### src/rtl/simple_dual_port_bram_pkg.sv
// rtl/simple_dual_port_bram_pkg.sv - shared constants for the block RAM primitive
package simple_dual_port_bram_pkg;

  localparam int BYTE_BITS = 8;

endpackage

### src/rtl/simple_dual_port_bram.sv
// rtl/simple_dual_port_bram.sv - simple dual-port RAM, synchronous write, registered read-first read
module simple_dual_port_bram
  import simple_dual_port_bram_pkg::*;
#(
  parameter int ROWS = 2,
  parameter int COLS = BYTE_BITS,
  localparam int ADDR_BITS = (ROWS > 1) ? $clog2(ROWS) : 1
) (
  input  logic                 clk,
  input  logic                 reset_n,
  input  logic [ADDR_BITS-1:0] rd_addr,
  input  logic                 wr_en,
  input  logic [ADDR_BITS-1:0] wr_addr,
  input  logic [COLS-1:0]      wr_data,
  output logic [COLS-1:0]      rd_data
);

  localparam logic [ADDR_BITS:0] ROWS_LIM = (ADDR_BITS + 1)'(ROWS);

  // Zero contents come from the configuration image, never from reset.
  logic [COLS-1:0] mem [ROWS] = '{default: '0};

  logic rd_ok;
  logic wr_ok;

  assign rd_ok = ({1'b0, rd_addr} < ROWS_LIM);
  assign wr_ok = ({1'b0, wr_addr} < ROWS_LIM);

  always_ff @(posedge clk) begin
    if (reset_n && wr_en && wr_ok) begin
      mem[wr_addr] <= wr_data;
    end
  end

  // Separate output register so the read is read-first against the array above.
  always_ff @(posedge clk or negedge reset_n) begin
    if (!reset_n) begin
      rd_data <= '0;
    end else if (rd_ok) begin
      rd_data <= mem[rd_addr];
    end else begin
      rd_data <= '0;
    end
  end

endmodule

### config.mk
export PLATFORM = sky130hd
export DESIGN_NAME = simple_dual_port_bram
export DESIGN_NICKNAME = d
export VERILOG_FILES = /design/src/rtl/simple_dual_port_bram_pkg.sv /design/src/rtl/simple_dual_port_bram.sv
export SDC_FILE = /design/constraint.sdc
export NUM_CORES = 1
export LEC_CHECK = 0
export BUFFER_PORTS_ARGS = -buffer_cell sky130_fd_sc_hd__buf_4
export CAP_MARGIN = 40
export CORE_UTILIZATION = 40
export CTS_CLUSTER_DIAMETER = 200
export DETAILED_ROUTE_END_ITERATION = 8
export PLACE_DENSITY = 0.74
export SETUP_SLACK_MARGIN = 0.2
export SLEW_MARGIN = 20
export SYNTH_ARGS = -nofsm -noshare
export SYNTH_HDL_FRONTEND = slang
export SYNTH_SLANG_ARGS = --single-unit
### constraint.sdc
create_clock -name clk -period 1 [get_ports clk]
set_input_delay 0.1 -clock clk [delete_from_list [all_inputs] [get_ports clk]]
set_output_delay 0.1 -clock clk [all_outputs]
set_load 0.02 [all_outputs]
* Word level (Yosys, flattened, before mapping)
Memory sizes are Yosys's and may differ from the RTL's. A register that Yosys moved wholly into a read port is not among the register bits.
Index checks and enable logic that the tools add are counted.
** Cells by class
- Mux-type cells :: 2
- Reductions and logical operators :: 2
** Operators by type and width (count)
- 1-bit two-way mux :: 2
- 1-bit logical AND :: 1
- 1-bit zero test :: 1
** Storage, ports and cells
- Bits in registers :: 0
- RAM bits :: 16
- Bits of input ports :: 13
- Output and inout port bits :: 8
- Memories kept :: 1
** Memories
- mem :: words 2, width 8, read ports 1, clocked after Yosys merged registers in 1, write ports 1, line simple_dual_port_bram.sv:21 : logic [COLS-1:0] mem [ROWS] = '{default: '0};

* Logic depth before layout (Yosys ltp)
Gate-level depths: netlist of run 1.
- Depth after elaboration :: 3
- Gate-level depth with buffers :: 2
- Gate-level depth less buffers :: 1

* Worst setup path before layout of run 1
OpenSTA, ideal clock, no wires.
- Kind :: input to register
- From :: input port wr_addr
- To :: memory mem[0][0] (netlist name), enable pin
- Library setup time :: 0.332 ns
- Arrival :: 0.451 ns
- Setup slack :: 0.218 ns
- Stages :: 1
- Path through :: and3b_1
** RTL lines
- start: declaration :: line simple_dual_port_bram.sv:13 : input logic [ADDR_BITS-1:0] wr_addr,
- end: declaration :: line simple_dual_port_bram.sv:21
Straight into the memory's write port.

* Worst setup path after layout of run 1
- From :: register rd_data[0] (read register of mem)
- To :: output port rd_data[0]
** RTL lines
- start: declaration :: line simple_dual_port_bram.sv:15 : output logic [COLS-1:0] rd_data
No word-level cell between the ends.

==> results of run 1 <==
cell families after synthesis:
group | count (synthesis) | share of synthesized area (%)
AND/OR/NAND/NOR | 2 | 1.82
multiplexers | 8 | 14.5
buffers and inverters | 1 | 1.36
flip-flops | 24 | 82.3
path summary, 6_finish.rpt:
kind	to	cells past startpoint	slack, ns
setup reg to reg	rd_data[5]	1	0.22
hold / removal	rd_data[1]	2	0.15
hold reg to reg	rd_data[3]	1	0.49
setup / recovery	rd_data[0]	1	0.06
min in group asynchronous	rd_data[0]	3	0.25
max in group asynchronous	rd_data[4]	3	0.62
sequential cells by signal, indices dropped and copies added (netlist names):
name     count
mem         16
rd_data      8
repair_timing:
item / CTS / global route
setup endpoints to repair: 8 / 8
hold endpoints to repair: 24 / 0
gates resized for setup: 8 / 0
hold buffers: 9 / 0
cloned: 0 / 0
setup buffers: 0 / 0
per-layer routing:
metal | up-vias | global-route usage [%] | wire length [um]
met5 | - | 0 | 0
met4 | 0 | 10.3 | 29
met3 | 2 | 1.13 | 42
met2 | 18 | 22.7 | 689
met1 | 200 | 11.7 | 439
li1 | 197 | - | -
metrics by stage:
step / std cells / cell area, sq um
after floorplan: 35 / 827
after global placement: 82 / 1010
after detailed placement: 82 / 1010
after CTS: 95 / 1150
after global routing: 95 / 1150
final: 95 / 1150
where the power goes:
| group | switching, mW | internal, mW |
|---|---|---|
| Combinational | 0.0831 | 0.134 |
| Clock | 0.261 | 0.146 |
| Sequential | 0.0193 | 1.12 |
area by class of cell:
cell class                 count  area (sq um)
clock buffer                   3          22.5
clock inverter                 1          3.75
sequential                    24           681
fill                         160           808
multi-input combinational     10           135
tap                           27          33.8
timing repair buffer          30           278
cell usage in the layout (no fill, tap or decap):
cell / n
edfxtp_1: 16
and3b_1: 1
dfrtp_1: 8
dlygate4sd3_1: 9
buf_6: 8
mux2_4: 8
and3_1: 1
buf_4: 13
clkinv_1: 1
clkbuf_4: 3
==> results.yml, run 1 <==
setup_path:
  cp_max_fo: 1
  max_stage_delay_ns: 0.40
  worst_setup_path_start_kind: "flop"
  cp-end-kind: "output pin"
  cp_top_family: "flip-flops"
  cp.buffers_inverters: 1
  path_class: "reg2out"
  crit_start: "rd_data[0]"
  crit_chain: "buf_6"
  worstPathRequired_ns: 0.90
  crit_arrival_ns: 0.84
  cpMaxStageDelayCell: "dfrtp_1"
  worstReg2RegStart: "mem[0][5]"
synth:
  syn_nets: 48
  ys_warn_count: 0
  synth_common_cells: "16 x edfxtp_1, 8 x dfrtp_1, 8 x mux2_4"
  synth_flop_cell: "edfxtp_1"
  synthCells: 35
  synth_edf_count: 16
  synth_most_common_cell: "edfxtp_1"
  synth_top_area_share_pct: 58.1
  syn_area_sq_um: 827
  syn_avg_cell_area_sq_um: 23.6
  seq_area_frac_synth_pct: 82.3
  yosys-top-cells-area: "edfxtp_1 58%, dfrtp_1 24%, mux2_4 15%, buf_6 1.4%, and3b_1 1.1%"
  ys_types: 6
  synth_top_area_cell: "edfxtp_1"
  synthArstFlopShare_pct: 33.3
  synth_seq_cells: 24
cts:
  clkSinkCount: 24
  clock_latency_ns: 0.31
  htreeDepth: 1
  cts_tree: "built"
  root_buffer: "clkbuf_4"
  cts_buffer_depth: 2
  cts_made_buffers: 3
  clk_pin_slew_ns: 0.12
global_route:
  grt_start_max_net_pins: 14
  grt_overflow: 0
  grt_usage_pct: 12.1
  grt_antenna_before_repair: 0
  grt_first_pass_wirelength_um: 1720
  grt_pass1_vias: 404
drt:
  final_antenna_net_count: 0
  avgRoutedWirePerCell_um: 12.6
  drt_iter0_drc: 2
  vias: 417
  first_pass_iters: 4
  vias_per_cell: 4.39
  drcViolationCount: 0
  drt-total-wl_um: 1200
timing:
  relSlewSlack_pct: 74.7
  slew_viol_final: 0
  tns_ns: 0
  hold_viol: 0
  setup_ws_ns: 0.0590
  layout_min_cycle_time_ns: 0.941
  clock_skew_ns: 0.0101
  fmax_ghz: 1.06
  setup_viol: 0
  worst_slew_pin_slew_ns: 0.380
  finalCritPeriodShare_pct: 94.1
  timing.hold.ws_ns: 0.150
  rsz0062_at_grt: "true"
final_layout:
  layout-drive-gt1-share_pct: 47.1
  nNetsFinal: 82
  area_growth_syn_to_layout_pct: 39.5
  antenna_cells: 0
  fin_util_pct: 58.8
floorplan:
  die-area_sq_um: 2250
  io_pins: 21
  die_x_um: 47.5
  num_rows: 16
  initial_core_util_pct: 42.2
  core_area_sq_um: 1960
  die_y_um: 47.5
placement:
  dp_slack_ns: 0.0414
  place.gp.congestion: 0.701
  port_buffers: 20
  dpl.hpwl_um: 827
pwr:
  ir_worst_vdd_mv: 0.662
  finalPower_mw: 1.76
  p_per_area_nw_per_um2: 1530
  p_leak_nw: 0.482
worst_hold_path:
  holdCritStartpoint: "rd_addr"
  worst_hold_path_type: "in2reg"
run_status:
  status: "finished clean"
flow_run:
  maxCapViolations: 0
Power figures use the tool's default switching activity.
==> run 2, diff against run 1 <==
- PLACE_DENSITY: 0.74 -> unset
==> run 2 against run 1 <==
Wire length decreased by 4.0%. Largest cell class unchanged. Worst hold slack improved by 0.018 ns. Register-to-register slack improved by 0.02 ns. Flip-flop and latch count unchanged. Combinational power increased by 4%. Utilization increased by 1.2 points.
==> results.yml, run 2 (synthesis gave the netlist of run 1 again) <==
setup_path:
  cpMaxStageDelayCell: "dfrtp_1"
  cp-end-kind: "output pin"
  cp_max_fo: 1
  max_stage_delay_ns: 0.40
  cp.buffers_inverters: 1
  crit_arrival_ns: 0.83
  cp_top_family: "flip-flops"
  worst_setup_path_start_kind: "flop"
  path_class: "reg2out"
  worstPathRequired_ns: 0.90
  crit_chain: "buf_6"
final_layout:
  final_cell_mix: "16 x edfxtp_1, 14 x buf_4, 9 x dlygate4sd3_1"
  largestRegisters: "mem x16, rd_data x8"
  nNetsFinal: 84
  largest_register_ffs: 16
  largest_register: "mem"
  layout-drive-gt1-share_pct: 49.3
  antenna_cells: 0
  nFillCells: 180
  final_common_cell: "edfxtp_1"
  area_growth_syn_to_layout_pct: 42.4
  fin_util_pct: 60.0
floorplan:
  initial_core_util_pct: 42.2
  core_area_sq_um: 1960
  num_rows: 16
  die_x_um: 47.5
  die_y_um: 47.5
  io_pins: 21
  die-area_sq_um: 2250
cts:
  cts_buffer_depth: 2
  root_buffer: "clkbuf_4"
  clkSinkCount: 24
  cts_tree: "built"
  clock_latency_ns: 0.30
  post_cts_buffers: 0
  htreeDepth: 1
  cts_made_buffers: 3
  clk_pin_slew_ns: 0.12
global_route:
  grt_util_met3_pct: 4.53
  globalRouteMet2Util_pct: 18.1
  grt_start_max_net_pins: 13
  busiest_layer: "met2"
  grt_use_met1_pct: 13.8
  grt_pass1_vias: 369
  grt_usage_pct: 11.7
  grt_antenna_before_repair: 0
  grt_overflow: 0
  grt_first_pass_wirelength_um: 1660
drt:
  vias: 408
  drt_iter0_drc: 0
  avgRoutedWirePerCell_um: 12.0
  final_antenna_net_count: 0
  vias_per_cell: 4.25
  first_pass_iters: 1
  drcViolationCount: 0
  drt-total-wl_um: 1150
timing:
  rsz0062_at_grt: "true"
  hold_viol: 0
  setup_ws_ns: 0.0713
  setup_viol: 0
  clock_skew_ns: 0.00114
  tns_ns: 0
  timing.hold.ws_ns: 0.168
  finalCritPeriodShare_pct: 92.9
  worst_slew_pin_slew_ns: 0.155
  relSlewSlack_pct: 89.6
  layout_min_cycle_time_ns: 0.929
  slew_viol_final: 0
  fmax_ghz: 1.08
placement:
  place.gp.congestion: 0.578
  dp_slack_ns: 0.124
  port_buffers: 20
run_status:
  status: "finished clean"
pwr:
  ir_worst_vdd_mv: 0.995
  p_leak_nw: 0.495
  p_per_area_nw_per_um2: 1500
worst_hold_path:
  worst_hold_path_type: "in2reg"
flow_run:
  maxCapViolations: 0
[run 2: changes by cell type in the layout (fill, tap and decap cells not counted), sizes merged]
cell	delta
buf	+2
clkinv	-1
[run 2: layer usage]
layer	routed length, um	up-vias
met5	0	-
met4	15	0
met3	48	2
met2	598	16
met1	491	190
li1	-	200
[run 2: through the flow]
step	std cells	instance area (sq um)	power, mW
after floorplan	35	827	1.24
after global placement	84	1030	1.34
after detailed placement	84	1030	1.34
after CTS	96	1180	1.78
after global routing	96	1180	1.85
final	96	1180	1.76
[run 2: timing repair]
| item | 4_1_cts | 5_1_grt |
|---|---|---|
| hold buffers | 9 | 0 |
| setup endpoints to repair | 8 | 8 |
| resized for setup | 8 | 0 |
| endpoints found under the hold margin | 24 | 0 |
[run 2: worst paths after layout]
| check | start | endpoint | slack, ns | depth (start not counted) |
|---|---|---|---|---|
| max | rd_data[4] | rd_data[4] | 0.07 | 1 |
| min reg2reg | mem[1][7] | rd_data[7] | 0.49 | 1 |
| max in group asynchronous | reset_n | rd_data[2] | 0.64 | 3 |
| min in group asynchronous | reset_n | rd_data[7] | 0.24 | 3 |
| min | rd_addr | rd_data[7] | 0.17 | 2 |
| max reg2reg | mem[0][2] | rd_data[2] | 0.24 | 1 |
[run 2: power by group]
part           internal (mW)  switching (mW)
clock                  0.141           0.260
sequential              1.12          0.0176
combinational          0.142          0.0847
[run 2: final cells by class]
class | instances | area [sq um] | share of cell area, %
sequential | 24 | 681 | 57.8
timing repair buffer | 32 | 305 | 25.9
multi-input combinational | 10 | 135 | 11.5
tap | 27 | 33.8 | 2.87
clock buffer | 3 | 22.5 | 1.91
